==> config.mk <==
export PLATFORM = sky130hd
export DESIGN_NAME = pipelined_shifter
export DESIGN_NICKNAME = d
export VERILOG_FILES = /design/src/rtl/pipelined_shifter.sv
export SDC_FILE = /design/constraint.sdc
export NUM_CORES = 1
export LEC_CHECK = 0
export CAP_MARGIN = 20
export CORE_AREA = 3 3 142 144
export DETAILED_ROUTE_END_ITERATION = 8
export DIE_AREA = 0 0 145 147
export PLACE_DENSITY = 0.79
export SLEW_MARGIN = 10
export SYNTH_ARGS = -nofsm -noshare
export SYNTH_HDL_FRONTEND = slang
export SYNTH_SLANG_ARGS = --single-unit
==> constraint.sdc <==
create_clock -name clk -period 3.09 [get_ports clk]
set_clock_uncertainty 0.2 [all_clocks]
set_input_delay 0.7725 -clock clk [delete_from_list [all_inputs] [get_ports clk]]
set_output_delay 0.7725 -clock clk [all_outputs]
set_load 0.005 [all_outputs]
==> src/rtl/pipelined_shifter.sv <==
// Pipelined barrel shifter: SLL/SRL/SRA, one log2 stage per register, valid/ready flow control.
// Define PIPELINED_SHIFTER_ROTATE_EN to build rotate-left for mode 11; otherwise mode 11 acts as SLL.
module pipelined_shifter #(
    parameter int WIDTH = 32,
    parameter int TAG_W = 4,
    localparam int S = $clog2(WIDTH)
) (
    input  logic             clk,
    input  logic             rst,
    input  logic             in_valid,
    output logic             in_ready,
    input  logic [WIDTH-1:0] in_data,
    input  logic [S-1:0]     in_shamt,
    input  logic [1:0]       in_mode,
    input  logic [TAG_W-1:0] in_tag,
    output logic             out_valid,
    input  logic             out_ready,
    output logic [WIDTH-1:0] out_data,
    output logic [TAG_W-1:0] out_tag
);

    // One fixed-distance shift; amt is a constant per stage so each stage is a simple mux.
    function automatic logic [WIDTH-1:0] shift_step(
        input logic [WIDTH-1:0] d,
        input logic [1:0]       m,
        input logic             sgn,
        input int               amt
    );
        logic [WIDTH-1:0] fill_mask;
        fill_mask = ~({WIDTH{1'b1}} >> amt);
        case (m)
            2'b01:   shift_step = d >> amt;
            2'b10:   shift_step = (d >> amt) | (sgn ? fill_mask : '0);
`ifdef PIPELINED_SHIFTER_ROTATE_EN
            2'b11:   shift_step = (d << amt) | (d >> (WIDTH - amt));
`endif
            default: shift_step = d << amt;
        endcase
    endfunction

    logic adv;

    assign adv      = !out_valid || out_ready;
    assign in_ready = adv;

    genvar gi;
    generate
        for (gi = 0; gi < S; gi++) begin : g_stage
            logic             valid_reg;
            logic             sign_reg;
            logic [WIDTH-1:0] data_reg;
            logic [1:0]       mode_reg;
            logic [S-1:0]     shamt_reg;
            logic [TAG_W-1:0] tag_reg;

            logic             valid_prev;
            logic             sign_prev;
            logic [WIDTH-1:0] data_prev;
            logic [1:0]       mode_prev;
            logic [S-1:0]     shamt_prev;
            logic [TAG_W-1:0] tag_prev;
            logic [WIDTH-1:0] data_next;

            if (gi == 0) begin : g_src
                // The sign is captured once at acceptance and travels with the operand.
                assign valid_prev = in_valid;
                assign sign_prev  = in_data[WIDTH-1];
                assign data_prev  = in_data;
                assign mode_prev  = in_mode;
                assign shamt_prev = in_shamt;
                assign tag_prev   = in_tag;
            end else begin : g_src
                assign valid_prev = g_stage[gi-1].valid_reg;
                assign sign_prev  = g_stage[gi-1].sign_reg;
                assign data_prev  = g_stage[gi-1].data_reg;
                assign mode_prev  = g_stage[gi-1].mode_reg;
                assign shamt_prev = g_stage[gi-1].shamt_reg;
                assign tag_prev   = g_stage[gi-1].tag_reg;
            end

            assign data_next = shamt_prev[gi]
                             ? shift_step(data_prev, mode_prev, sign_prev, 1 << gi)
                             : data_prev;

            always_ff @(posedge clk) begin
                if (rst) begin
                    valid_reg <= 1'b0;
                    sign_reg  <= 1'b0;
                    data_reg  <= '0;
                    mode_reg  <= '0;
                    shamt_reg <= '0;
                    tag_reg   <= '0;
                end else if (adv) begin
                    valid_reg <= valid_prev;
                    sign_reg  <= sign_prev;
                    data_reg  <= data_next;
                    mode_reg  <= mode_prev;
                    shamt_reg <= shamt_prev;
                    tag_reg   <= tag_prev;
                end
            end
        end
    endgenerate

    assign out_valid = g_stage[S-1].valid_reg;
    assign out_data  = g_stage[S-1].data_reg;
    assign out_tag   = g_stage[S-1].tag_reg;

endmodule
==> qor.yml, run 1 <==
floorplan:
  die_w_um: 145
  start_util_pct: 56.5
  core_area_um2: 18800
  boundaryPins: 85
  rows: 50
  dieArea_um2: 21300
  dieHeight_um: 147
sta:
  hold_violations: 0
  worst_slew_pin_slew_ns: 0.890
  min_period_ns: 2.91
  slew_headroom_pct: 40.7
  fin_tns_setup_ns: 0
  fmax_ghz: 0.344
  rsz0062_at_grt: "false"
  setup_viol_count_final: 0
  finalMaxSlewViolations: 0
  fin_crit_sh_pct: 94.1
pwr:
  power_frac_clock_pct: 41.1
  cellLeakagePower_uw: 0.00423
  peakVddDrop_mv: 0.325
  power_frac_comb_pct: 12.0
  internal-power_uw: 4640
  switching_share_pct: 25.5
  power_density_nw_per_um2: 514
  switching_power_uw: 1590
  pwr-share-seq_pct: 47.0
finish:
  largest_reg_flops: 128
  fillers: 1612
  area_delta_synth_final_pct: 14.0
  final_cell_mix: "nand2_1 (208), dfxtp_1 (206), nor2_1 (86)"
  instances_no_fill: 1574
  num_antenna_cells: 0
  drive_above_1_share_pct: 8.07
  utilization_pct: 64.4
  stdcell_area_um2: 12100
  nets: 1355
  final_common_cell: "nand2_1"
routing:
  routedWlPerCell_um: 16.4
  detail-route-antenna-nets: 0
  viasPerCell: 6.06
  drt-total-wl_um: 25800
  drcViolationCount: 0
  route.met3.wl_um: 1310
  drt_iter0_markers: 838
  route.vias.total: 9546
  first_pass_iters: 5
  wl_met1_um: 12100
  dr_wl_met2_um: 11500
  highest_layer: "met4"
clocking:
  hold_buffers: 0
  numCtsBuffers: 22
  clock-sinks: 207
  clock_path_buffers: 3
  ctsHtreeMaxLevel: 1
  post_cts_resized: 0
  cts_root_buffer: "clkbuf_16"
  cts_setup_buffers: 0
  cts.reportedPaths.clkPinSlew_ns: 0.06
  cts_tree: "built"
  clk_latency_ns: 0.50
worst_setup_path:
  worstPathRequired_ns: 2.12
  start_kind: "input port"
  cp_max_fo: 2
  path_class: "in -> out"
  crit_arrival_ns: 1.93
  end_kind: "output port"
synthesis:
  synth_top_area_cell: "dfxtp_1"
  syn_inst: 1306
  yosys-top-cells-area: "dfxtp_1 (39%), nand2_1 (7.3%), o311a_1 (5.1%)"
  synth_fp_nets: 1363
  synthFlopType: "dfxtp_1"
  ys_seq_elements: 207
  async_flop_share_pct: 0
  syn-cell-area_um2: 10600
  synth-edff-count: 0
  synthMuxAreaShare_pct: 0
  synth_fa_ha_area_share_pct: 1.18
  ys_seq_area_share_pct: 39.0
  synth-warning-count: 0
  postSynthAreaPerCell_um2: 8.14
  synth-compound-area-share_pct: 29.5
  ys_types: 38
  yosysTopAreaCellShare_pct: 39.0
  synthSimpleGateAreaFrac_pct: 21.4
  synth_top_family_by_area: "compound AO/OA/AOI/OAI gates"
  synthXorXnorAreaFrac_pct: 0
placed_design:
  place.port_buffers: 84
  hpwl_um: 17100
  placed_area_um2: 11400
  dpl.cell_count: 1533
  gp_congestion: 0.845
global_route:
  grt_max_degree: 112
  grt_pass1_wl_um: 42600
  antenna_found_initial: 0
  grt_pass1_vias: 8489
  grt.total_usage_pct: 23.0
  grt_overflow: 0
worst_hold_path:
  min_path_type: "reg -> reg"
job:
  drv_cap: 0
outcome:
  outcome: "finished, final reports clean"
## power by group through the flow
stage | logic [uW] | clock network (uW) | registers [uW]
6_report | 746 | 2560 | 2930
4_1_cts | 742 | 2600 | 2920
3_3_place_gp | 721 | 0 | 2980
2_1_floorplan | 540 | 0 | 2940
3_5_place_dp | 738 | 0 | 2980
5_1_grt | 826 | 2720 | 2940
## final timing paths
kind                            cells after the start                                start                                   to  slack [ns]
worst max register to register                      6  g_stage[2].mode_reg[0]$_SDFFE_PP0P_  g_stage[3].data_reg[4]$_SDFFE_PP0P_        0.73
worst min-delay path                                2   g_stage[1].tag_reg[0]$_SDFFE_PP0P_   g_stage[1].tag_reg[0]$_SDFFE_PP0P_        0.25
worst min register to register                      2   g_stage[1].tag_reg[0]$_SDFFE_PP0P_   g_stage[1].tag_reg[0]$_SDFFE_PP0P_        0.25
worst max-delay path                                4                            out_ready                             in_ready        0.18
## cells by family after synthesis
logic type / after synthesis
DFF: 207
and+or+nand+nor: 487
adders and majority gates: 10
buffers and inverters: 210
AOI/OAI and AO/OA: 392
## metrics by stage
stage               setup slack [ns]  hold slack, ns  total power, uW
finish                         0.183           0.251             6230
global route                   0.144           0.276             6490
CTS                            0.171           0.252             6270
detailed placement             0.168           0.244             3720
global placement               0.191           0.239             3700
floorplan                      0.841           0.232             3480
## synthesized netlist by cell type (16+ instances only)
cell	count
a221oi_2	17
or3_1	26
nand3_1	34
nor2_1	86
dfxtp_1	207
a31oi_1	26
o31ai_1	28
nor3_1	30
clkbuf_1	52
a311oi_1	38
nand3b_1	30
a221oi_1	33
inv_1	65
nand2_1	208
buf_2	74
o32ai_1	16
and3_1	30
o21ai_0	42
o311a_1	54
a21oi_1	83
nor2b_1	35
## routing by layer
metal,vias up,track usage [%]
met5,-,0
met4,0,8.79
li1,4730,-
met2,290,36.0
met3,48,2.99
met1,4478,32.5
## critical path, stage by stage
cell	delay (ns)
clkdlybuf4s50_1	0.44
nor2b_4	0.20
inv_6	0.06
clkdlybuf4s50_1	0.45
## final cells by class
class | instances | area, um^2 | area share [%]
inverter | 66 | 253 | 2.09
tap | 260 | 325 | 2.68
sequential | 207 | 4150 | 34.2
clock inverter | 7 | 66.3 | 0.547
clock buffer | 33 | 633 | 5.22
multi-input combinational | 889 | 5530 | 45.7
timing repair buffer | 112 | 1160 | 9.61
Note: power is estimated with default switching activity, not from simulation.
==> inputs of run 2 (changes only) <==
--- a/config.mk
+++ b/config.mk
@@ -6,10 +6,11 @@
 export NUM_CORES = 1
 export LEC_CHECK = 0
 export CAP_MARGIN = 20
-export CORE_AREA = 3 3 142 144
+export CORE_AREA = 3 3 134 136
 export DETAILED_ROUTE_END_ITERATION = 8
-export DIE_AREA = 0 0 145 147
-export PLACE_DENSITY = 0.79
+export DIE_AREA = 0 0 137 139
+export PLACE_DENSITY = 0.88
+export RECOVER_POWER = 25
 export SLEW_MARGIN = 10
 export SYNTH_ARGS = -nofsm -noshare
 export SYNTH_HDL_FRONTEND = slang
==> qor.yml, run 2 (synthesis results as in run 1) <==
placed_design:
  dpl.cell_count: 1499
  place.port_buffers: 84
  hpwl_um: 16700
  gp_congestion: 0.867
sta:
  rsz0062_at_grt: "false"
  setup_viol_count_final: 0
  worst_slew_pin_slew_ns: 1.20
  finalMaxSlewViolations: 0
  hold_violations: 0
  fin_tns_setup_ns: 0
  slew_headroom_pct: 20.1
  fmax_ghz: 0.344
  worst_hold_slack_ns: 0.250
  min_period_ns: 2.90
  fin_crit_sh_pct: 94.0
finish:
  instances_no_fill: 1534
  fillers: 1366
  largest_reg_flops: 128
  nets: 1354
  final_common_cell: "nand2_1"
  regArea_um2: 4150
  final_cell_mix: "nand2_1 (208), dfxtp_1 (206), nor2_1 (86)"
  area_delta_synth_final_pct: 12.3
  multi_input_area_um2: 5490
  drive_above_1_share_pct: 7.41
  num_antenna_cells: 0
routing:
  detail-route-antenna-nets: 0
  routedWlPerCell_um: 16.4
  drt-total-wl_um: 25200
  drt_iter0_markers: 940
  drcViolationCount: 0
  viasPerCell: 6.23
  first_pass_iters: 6
  route.vias.total: 9559
floorplan:
  start_util_pct: 62.3
  dieArea_um2: 19000
  die_w_um: 137
  boundaryPins: 85
  core_area_um2: 17100
  dieHeight_um: 139
  rows: 48
clocking:
  clk_latency_ns: 0.50
  numCtsBuffers: 21
  cts_root_buffer: "clkbuf_16"
  clock-sinks: 207
  cts_setup_buffers: 0
  clock_path_buffers: 3
  post_cts_resized: 0
  cts_tree: "built"
  ctsHtreeMaxLevel: 1
  cts.reportedPaths.clkPinSlew_ns: 0.05
  hold_buffers: 0
worst_setup_path:
  path_class: "in -> out"
  cp_max_fo: 2
  worstPathRequired_ns: 2.12
  cpMostUsedCell: "clkdlybuf4s50_1"
  cp_slowest_stage_delay_ns: 0.45
  end_kind: "output port"
  crit_chain: "clkdlybuf4s50_1 > nor2b_4 > inv_6 > clkdlybuf4s50_1"
  start_kind: "input port"
  cp_slowest_cell: "clkdlybuf4s50_1"
  crit_arrival_ns: 1.93
global_route:
  use_met1_pct: 35.4
  met2_usage_pct: 41.0
  grt_max_degree: 117
  grt.total_usage_pct: 25.6
  grt_overflow: 0
  grt-busiest-layer: "met2"
  use_met3_pct: 3.41
  grt_pass1_vias: 8400
  antenna_found_initial: 0
  grt_pass1_wl_um: 41600
worst_hold_path:
  min_path_type: "reg -> reg"
pwr:
  power_density_nw_per_um2: 513
  cellLeakagePower_uw: 0.00417
  finalPower_uw: 6130
  peakVddDrop_mv: 0.400
outcome:
  outcome: "finished, final reports clean"
job:
  drv_cap: 0
-- run 2: cell count changes in the layout (fill, tap and decap cells not counted), sizes merged --
cell / change
inv: -1
buf: -6
bufinv: +1
clkinvlp: +1
-- run 2: routing by layer --
layer / wire (um) / part of all wire (%) / vias to the layer above
met3: 1430 / 5.7 / 58
met2: 11900 / 47 / 352
met1: 11000 / 44 / 4438
met5: 0 / 0 / -
met4: 822 / 3.3 / 0
li1: - / - / 4711
-- run 2: power by group --
part	leakage (uW)	total (uW)	switching [uW]	internal (uW)
sequential	0.00170	2930	120	2810
combinational	0.00214	736	410	326
clock	0.000326	2460	1000	1460
total	0.00417	6130	1530	4590
-- run 2: worst paths after layout --
check | slack, ns | cells past startpoint | end | from
worst max register to register | 0.34 | 5 | out_data[6]$_SDFFE_PP0P_ | g_stage[3].mode_reg[0]$_SDFFE_PP0P_
worst max-delay path | 0.19 | 4 | in_ready | out_ready
worst min register to register | 0.25 | 2 | g_stage[2].tag_reg[0]$_SDFFE_PP0P_ | g_stage[2].tag_reg[0]$_SDFFE_PP0P_
worst min-delay path | 0.25 | 2 | g_stage[2].tag_reg[0]$_SDFFE_PP0P_ | g_stage[2].tag_reg[0]$_SDFFE_PP0P_
-- run 2: cell type report --
| class | instances | share of cell area (%) |
|---|---|---|
| clock buffer | 27 | 4.76 |
| clock inverter | 8 | 0.776 |
| inverter | 66 | 2.12 |
| multi-input combinational | 889 | 46.0 |
| sequential | 207 | 34.7 |
| tap | 225 | 2.36 |
| timing repair buffer | 112 | 9.24 |
-- run 2: critical path: cells and delay by family --
| kind | cells | cell delay [ns] |
|---|---|---|
| buffers and inverters | 3 | 0.93 |
| and+or+nand+nor | 1 | 0.23 |
-- run 2: through the flow --
step	util [%]	area [um^2]	worst slack [ns]
5_1_grt	70.0	11900	0.0951
4_1_cts	70.4	12000	0.150
2_1_floorplan	-	10600	0.841
3_5_place_dp	66.6	11400	0.146
3_3_place_gp	66.6	11400	0.157
6_report	70.0	11900	0.185
